File: config.mk
export PLATFORM = sky130hd
export DESIGN_NAME = demux_write_bank_flat
export DESIGN_NICKNAME = d
export VERILOG_FILES = /design/src/rtl/demux_write_bank_pkg.sv /design/src/rtl/demux_write_bank_if.sv /design/src/rtl/decoder4_16.sv /design/src/rtl/demux_write_bank.sv /design/src/flat_wrapper.sv
export VERILOG_INCLUDE_DIRS = /design/src /design/src/rtl
export SDC_FILE = /design/constraint.sdc
export NUM_CORES = 1
export LEC_CHECK = 0
export CAP_MARGIN = 0
export CORE_MARGIN = 4
export CORE_UTILIZATION = 44
export DETAILED_ROUTE_END_ITERATION = 7
export PLACE_DENSITY = 0.86
export REMOVE_ABC_BUFFERS = 1
export SETUP_SLACK_MARGIN = 0.5
export SLEW_MARGIN = 20
export SYNTH_ARGS = -nofsm -noshare
export SYNTH_HDL_FRONTEND = slang
export SYNTH_HIERARCHICAL = 1
export SYNTH_SLANG_ARGS = --single-unit
File: constraint.sdc
create_clock -name clk -period 3.26 [get_ports clk]
set_input_delay 0.652 -clock clk [delete_from_list [all_inputs] [get_ports clk]]
set_output_delay 0.652 -clock clk [all_outputs]
set_load 0.005 [all_outputs]
File: src/rtl/demux_write_bank_defs.svh
// Shared sizing macros for the write bank: register count, data, index and byte-enable widths.
`ifndef DEMUX_WRITE_BANK_DEFS_SVH
`define DEMUX_WRITE_BANK_DEFS_SVH

`define DWB_NREGS  16
`define DWB_DATA_W 32
`define DWB_IDX_W  4
`define DWB_BE_W   4

`endif

File: src/rtl/demux_write_bank_pkg.sv
// Common types and helpers for the demux write bank.
package demux_write_bank_pkg;

`include "demux_write_bank_defs.svh"

  localparam int unsigned NREGS  = `DWB_NREGS;
  localparam int unsigned DATA_W = `DWB_DATA_W;
  localparam int unsigned IDX_W  = `DWB_IDX_W;
  localparam int unsigned BE_W   = `DWB_BE_W;

  typedef struct packed {
    logic [IDX_W-1:0]  addr;
    logic [DATA_W-1:0] data;
    logic [BE_W-1:0]   be;
  } wr_entry_t;

  // Byte-lane merge: lanes with be=0 keep the current value.
  function automatic logic [DATA_W-1:0] merge_bytes(input logic [DATA_W-1:0] cur,
                                                    input logic [DATA_W-1:0] nxt,
                                                    input logic [BE_W-1:0]   be);
    logic [DATA_W-1:0] res;
    res = cur;
    for (int b = 0; b < BE_W; b++) begin
      if (be[b]) res[8*b +: 8] = nxt[8*b +: 8];
    end
    return res;
  endfunction

endpackage

File: src/rtl/demux_write_bank_if.sv
// Write-request handshake bundle between a requester and the write bank.
interface demux_write_bank_if;
  import demux_write_bank_pkg::*;

  logic              wr_valid;
  logic              wr_ready;
  logic [IDX_W-1:0]  wr_addr;
  logic [DATA_W-1:0] wr_data;
  logic [BE_W-1:0]   wr_be;

  modport master (
    output wr_valid,
    output wr_addr,
    output wr_data,
    output wr_be,
    input  wr_ready
  );

  modport slave (
    input  wr_valid,
    input  wr_addr,
    input  wr_data,
    input  wr_be,
    output wr_ready
  );
endinterface

File: src/rtl/decoder4_16.sv
// Index to one-hot register write strobes, all zero unless enabled.
module decoder4_16
  import demux_write_bank_pkg::*;
(
  input  logic [IDX_W-1:0] idx,
  input  logic             en,
  output logic [NREGS-1:0] strobe
);

  always_comb begin
    strobe = '0;
    if (en) strobe[idx] = 1'b1;
  end

endmodule

File: src/rtl/demux_write_bank.sv
// Sixteen-register bank fed by a 2-entry in-order write queue with byte enables and hold.
module demux_write_bank
  import demux_write_bank_pkg::*;
#(
  parameter int unsigned DATA_WIDTH = DATA_W,
  parameter int unsigned QDEPTH     = 2
) (
  input  logic                  clk,
  input  logic                  reset_n,
  demux_write_bank_if.slave     wr,
  input  logic                  hold,
  output logic [DATA_WIDTH-1:0] reg_out1,
  output logic [DATA_WIDTH-1:0] reg_out2,
  output logic [DATA_WIDTH-1:0] reg_out3,
  output logic [DATA_WIDTH-1:0] reg_out4,
  output logic [DATA_WIDTH-1:0] reg_out5,
  output logic [DATA_WIDTH-1:0] reg_out6,
  output logic [DATA_WIDTH-1:0] reg_out7,
  output logic [DATA_WIDTH-1:0] reg_out8,
  output logic [DATA_WIDTH-1:0] reg_out9,
  output logic [DATA_WIDTH-1:0] reg_out10,
  output logic [DATA_WIDTH-1:0] reg_out11,
  output logic [DATA_WIDTH-1:0] reg_out12,
  output logic [DATA_WIDTH-1:0] reg_out13,
  output logic [DATA_WIDTH-1:0] reg_out14,
  output logic [DATA_WIDTH-1:0] reg_out15,
  output logic [DATA_WIDTH-1:0] reg_out16,
  output logic [1:0]            pending,
  output logic                  done,
  output logic [IDX_W-1:0]      done_addr
);

  wr_entry_t              queue_q [QDEPTH];
  logic                   head_q, tail_q;
  logic [1:0]             count_q, count_d;
  logic                   ready_en_q;
  logic                   done_q;
  logic [IDX_W-1:0]       done_addr_q;
  logic [DATA_WIDTH-1:0]  bank_q [NREGS];

  wr_entry_t              head_entry;
  logic                   full, accept, commit;
  logic [NREGS-1:0]       strobe;

  assign head_entry = queue_q[head_q];
  assign full       = (count_q == 2'(QDEPTH));
  // ready_en_q keeps ready low until one edge has passed with reset released.
  assign wr.wr_ready = reset_n & ready_en_q & ~full;
  assign accept      = wr.wr_valid & wr.wr_ready;
  assign commit      = (count_q != 2'd0) & ~hold;

  always_comb begin
    count_d = count_q;
    case ({accept, commit})
      2'b10:   count_d = count_q + 2'd1;
      2'b01:   count_d = count_q - 2'd1;
      default: count_d = count_q;
    endcase
  end

  always_ff @(posedge clk) begin
    if (!reset_n) begin
      head_q      <= 1'b0;
      tail_q      <= 1'b0;
      count_q     <= 2'd0;
      ready_en_q  <= 1'b0;
      done_q      <= 1'b0;
      done_addr_q <= '0;
    end else begin
      ready_en_q <= 1'b1;
      count_q    <= count_d;
      done_q     <= commit;
      if (accept) tail_q <= ~tail_q;
      if (commit) begin
        head_q      <= ~head_q;
        done_addr_q <= head_entry.addr;
      end
    end
  end

  // Entry storage needs no reset; validity is tracked by count_q.
  always_ff @(posedge clk) begin
    if (reset_n && accept) begin
      queue_q[tail_q] <= '{addr: wr.wr_addr, data: wr.wr_data, be: wr.wr_be};
    end
  end

  decoder4_16 u_decoder (
    .idx    (head_entry.addr),
    .en     (commit),
    .strobe (strobe)
  );

  always_ff @(posedge clk) begin
    if (!reset_n) begin
      for (int k = 0; k < NREGS; k++) bank_q[k] <= '0;
    end else begin
      for (int k = 0; k < NREGS; k++) begin
        if (strobe[k]) bank_q[k] <= merge_bytes(bank_q[k], head_entry.data, head_entry.be);
      end
    end
  end

  assign pending   = count_q;
  assign done      = done_q;
  assign done_addr = done_addr_q;

  assign reg_out1  = bank_q[0];
  assign reg_out2  = bank_q[1];
  assign reg_out3  = bank_q[2];
  assign reg_out4  = bank_q[3];
  assign reg_out5  = bank_q[4];
  assign reg_out6  = bank_q[5];
  assign reg_out7  = bank_q[6];
  assign reg_out8  = bank_q[7];
  assign reg_out9  = bank_q[8];
  assign reg_out10 = bank_q[9];
  assign reg_out11 = bank_q[10];
  assign reg_out12 = bank_q[11];
  assign reg_out13 = bank_q[12];
  assign reg_out14 = bank_q[13];
  assign reg_out15 = bank_q[14];
  assign reg_out16 = bank_q[15];

endmodule

File: src/flat_wrapper.sv
// flat-port wrapper written by rule: the top's interface ports become plain ports
module demux_write_bank_flat import demux_write_bank_pkg::*;
#(
  parameter int unsigned DATA_WIDTH = DATA_W,
  parameter int unsigned QDEPTH     = 2
)
  (clk, reset_n, hold, reg_out1, reg_out2, reg_out3, reg_out4, reg_out5, reg_out6, reg_out7, reg_out8, reg_out9, reg_out10, reg_out11, reg_out12, reg_out13, reg_out14, reg_out15, reg_out16, pending, done, done_addr, wr_wr_valid, wr_wr_addr, wr_wr_data, wr_wr_be, wr_wr_ready);
  demux_write_bank_if wr_i ();
  input  logic clk;
  input  logic reset_n;
  input  logic hold;
  output logic [DATA_WIDTH-1:0] reg_out1;
  output logic [DATA_WIDTH-1:0] reg_out2;
  output logic [DATA_WIDTH-1:0] reg_out3;
  output logic [DATA_WIDTH-1:0] reg_out4;
  output logic [DATA_WIDTH-1:0] reg_out5;
  output logic [DATA_WIDTH-1:0] reg_out6;
  output logic [DATA_WIDTH-1:0] reg_out7;
  output logic [DATA_WIDTH-1:0] reg_out8;
  output logic [DATA_WIDTH-1:0] reg_out9;
  output logic [DATA_WIDTH-1:0] reg_out10;
  output logic [DATA_WIDTH-1:0] reg_out11;
  output logic [DATA_WIDTH-1:0] reg_out12;
  output logic [DATA_WIDTH-1:0] reg_out13;
  output logic [DATA_WIDTH-1:0] reg_out14;
  output logic [DATA_WIDTH-1:0] reg_out15;
  output logic [DATA_WIDTH-1:0] reg_out16;
  output logic [1:0] pending;
  output logic done;
  output logic [IDX_W-1:0] done_addr;
  input wire logic [$bits(wr_i.wr_valid)-1:0] wr_wr_valid;
  input wire logic [$bits(wr_i.wr_addr)-1:0] wr_wr_addr;
  input wire logic [$bits(wr_i.wr_data)-1:0] wr_wr_data;
  input wire logic [$bits(wr_i.wr_be)-1:0] wr_wr_be;
  output wire logic [$bits(wr_i.wr_ready)-1:0] wr_wr_ready;
  assign wr_i.wr_valid = wr_wr_valid;
  assign wr_i.wr_addr = wr_wr_addr;
  assign wr_i.wr_data = wr_wr_data;
  assign wr_i.wr_be = wr_wr_be;
  assign wr_wr_ready = wr_i.wr_ready;
  demux_write_bank #(.DATA_WIDTH(DATA_WIDTH), .QDEPTH(QDEPTH)) u_core (.clk(clk), .reset_n(reset_n), .wr(wr_i), .hold(hold), .reg_out1(reg_out1), .reg_out2(reg_out2), .reg_out3(reg_out3), .reg_out4(reg_out4), .reg_out5(reg_out5), .reg_out6(reg_out6), .reg_out7(reg_out7), .reg_out8(reg_out8), .reg_out9(reg_out9), .reg_out10(reg_out10), .reg_out11(reg_out11), .reg_out12(reg_out12), .reg_out13(reg_out13), .reg_out14(reg_out14), .reg_out15(reg_out15), .reg_out16(reg_out16), .pending(pending), .done(done), .done_addr(done_addr));
endmodule
==> results.md <==
- Clk_lat worst skew: 600 ps
- Seq/Total Area, Yosys: 81.8%
- Largest net degree at the start of global routing: 41
- Vias: 12,900
- DP Area: 28,500 um2
- Design Area, Final: 30,500 um2
- Final wirelength: 67.8 mm
- Pwr dens: 584 nW/um2
- Clock sinks: 603
- Crit-path max FO: 15
- Switching Share: 22.5%
- Starting Density: 44.7%
- Critical path arrival: 2870 ps
- CTS Root Cell: clkbuf_16
- Post-DP HPWL: 47.6 mm
- Final slew viol count: 0
- Die W: 232 um
- Int Pwr: 0.0138 W
- Yosys cell types: 33
- DRC viols: 0
- RD Place Congestion: 0.797
- CP cell instances: buf_4 -> mux2i_1 -> and2_1 -> buf_4 -> nor2_1
- DP Worst Slack: -17.4 ps
- Wire per inst: 26.6 um
- Final min period: 2650 ps
- Leak: 10.9 nW
- Hold_buf cts: 0
- Drt first-iter violations: 1,030
- Unrepaired setup endpoints after global routing: yes
- Crit start category: flip-flop
- Peak VDD IR: 0.464 mV
- Routed Antenna Nets: 0
- Site Rows: 81
- Cells after Synth: 1,212
- Postcts setup bufs: 0
- Share of the synthesized area in the top cell type: 80.8%
- Psw: 0.00401 W
- CTS buffer count: 59
- Cells on worst reg2reg path: 5
- Post-Syn Area: 22,000 um2
- Filler cells: 3,422
- Cells taking the most area after synthesis: edfxtp_1 81%, and2_1 9.1%, mux2i_1 1.9%
- Final Setup Violations: 0
- Synth area leader: edfxtp_1
- CP max stage delay: 700 ps
- Final worst slack: 614 ps
- Layout cells sized above 1: 12.4%
- Grt total ovfl: 0
- Port Buffers: 563
- Fmax: 378 MHz
- Clock Power Share: 37.1%
- Cell total after placement: 2,434
- Reg power frac: 52.1%
- Gate power share: 10.9%
- Post-route clock skew: 20.1 ps
- Post-Layout Cell Count: 2,548
- Post-Syn Area per Cell: 18.1 um2
- Area Growth Syn to Fin: 38.5%
- Synth warn: 6
- Vias/cell: 5.07
- Actual slew at the worst max-slew pin: 1100 ps
- Part of the cycle the worst path needs: 81.2%
- Hold/Removal Path Class: reg2reg
- Total iterations of the first detailed-routing run: 5
- Slew HR: 26.8%
- Core area: 49,200 um2
- CP endpoint kind: flip-flop
- Critical path's slowest cell: nor2_1
- CTS Buffer Depth: 3
- Crit path top cell by count: buf_4
- Hold path cells: 1
- Final hold vios: 0
- Setup Crit Path Kind: reg2reg
- Nets@finish: 1,876
- Clk slew on worst S/H paths: 60 ps
- Initial antenna violation count: 6
- Full die area: 53,600 um2
- Outcome: completed
- Chip height: 232 um
- First-pass GRT wire length: 95.0 mm
- Vias in the first global route: 13,200
- Max Cap Viol: 0
- Overall Global Routing Usage: 24.5%
- IO Pins: 564
- Number of synthesized register bits: 603
- Worst EP required: 3480 ps
- H-tree level count: 2
- TritonCTS clock tree: yes
-- cell usage after synthesis (all sizes together) --
library cell    n
inv             1
mux2i          41
nand3           1
o21ai           1
or3             1
nand2           2
o211a           1
xnor2           2
dfxtp          11
o2111ai         1
buf            44
and2          328
clkbuf         39
and3            1
nor2           77
nand2b          2
ha              1
nor3            4
nor2b          52
o21ba           1
mux2            4
xor2            1
edfxtp        592
or3b            1
nand3b          2
a21boi          1
-- worst max-delay path, delay by kind of cell, from the launching register on --
kind	cells	cell delay, ps
and+or+nand+nor	2	1050
buffers and inverters	2	590
DFF	1	520
muxes	1	100
-- stage by stage --
step | hold WS, ps | power, W | setup TNS (ps) | util, %
2_1_floorplan | 446 | 0.00990 | -250170 | -
3_3_place_gp | 487 | 0.0113 | -10000 | 58.0
3_5_place_dp | 502 | 0.0114 | -135 | 58.0
4_1_cts | 516 | 0.0179 | 0 | 61.9
5_1_grt | 538 | 0.0184 | 0 | 62.0
6_report | 518 | 0.0178 | 0 | 62.0
-- routing by layer --
layer	vias up	routed length [um]	global-route usage (%)
met5	-	21	0
met4	4	2230	7.62
met2	699	34300	42.1
met3	125	5700	5.69
met1	6531	25600	31.0
li1	5548	-	-
-- cells by family after synthesis --
logic type / count (synthesis) / share of synthesized area [%]
xor+xnor: 3 / 0.119
buf+inv: 84 / 2.79
flops: 603 / 81.8
fa+ha+maj: 1 / 0.0569
mux: 45 / 2.14
compound gates: 5 / 0.188
simple gates: 471 / 12.9
-- sequential cells by signal, indices dropped and copies added, names as in the netlist, named ones only --
name               count
u_core/pending         2
u_core/done            1
u_core/tail_q          1
u_core/head_q          1
u_core/queue_q        80
u_core/done_addr       4
u_core/ready_en_q      1
u_core/bank_q        512
-- power by group through the flow --
stage / Combinational (W) / Clock (W) / Sequential [W]
after floorplan: 0.000464 / 0 / 0.00944
after global placement: 0.00189 / 0 / 0.00941
after detailed placement: 0.00194 / 0 / 0.00942
after CTS: 0.00196 / 0.00671 / 0.00927
after global routing: 0.00204 / 0.00703 / 0.00930
final: 0.00194 / 0.00659 / 0.00926
-- worst paths after layout --
kind / startpoint / slack, ps / to
max: flip-flop / 610 / u_core/bank_q[0][243]$_SDFFCE_PP0P_
min reg2reg: u_core/tail_q$_SDFFE_PN0P_ / 520 / u_core/tail_q$_SDFFE_PN0P_
min: u_core/tail_q$_SDFFE_PN0P_ / 520 / u_core/tail_q$_SDFFE_PN0P_
max reg2reg: flip-flop / 610 / u_core/bank_q[0][243]$_SDFFCE_PP0P_
-- cell type report --
cell class | instances | area (um2) | share of cell area (%)
Antenna cell | 4 | 10.0 | 0.0329
Clock buffer | 73 | 1590 | 5.22
Clock inverter | 37 | 303 | 0.994
Inverter | 1 | 3.75 | 0.0123
Multi-Input combinational cell | 525 | 3470 | 11.4
Sequential cell | 603 | 18000 | 59.1
Tap cell | 664 | 831 | 2.73
Timing Repair Buffer | 641 | 6240 | 20.5
-- cells in the final DEF, fill, tap and decap left out, types with 3 or more instances in the layout --
master,instances
nor2b_2,32
clkinv_1,13
mux2_4,4
diode_2,4
edfxtp_1,592
and2_1,320
nor2_2,11
nor2b_1,20
bufinv_16,4
clkbuf_1,9
clkdlybuf4s50_1,562
inv_6,3
clkinv_2,13
nor2_1,62
clkbuf_8,4
and2_2,6
clkbuf_16,60
buf_4,75
dfxtp_1,10
mux2i_1,41
nor2_4,4
clkinv_4,3
-- what timing repair did --
| action | 4_1_cts | 5_1_grt |
|---|---|---|
| cloned | 0 | 0 |
| endpoints found under the setup margin | 32 | 59 |
| gates resized for setup | 1 | 7 |
No activity file was read; power rests on OpenSTA's default activity.
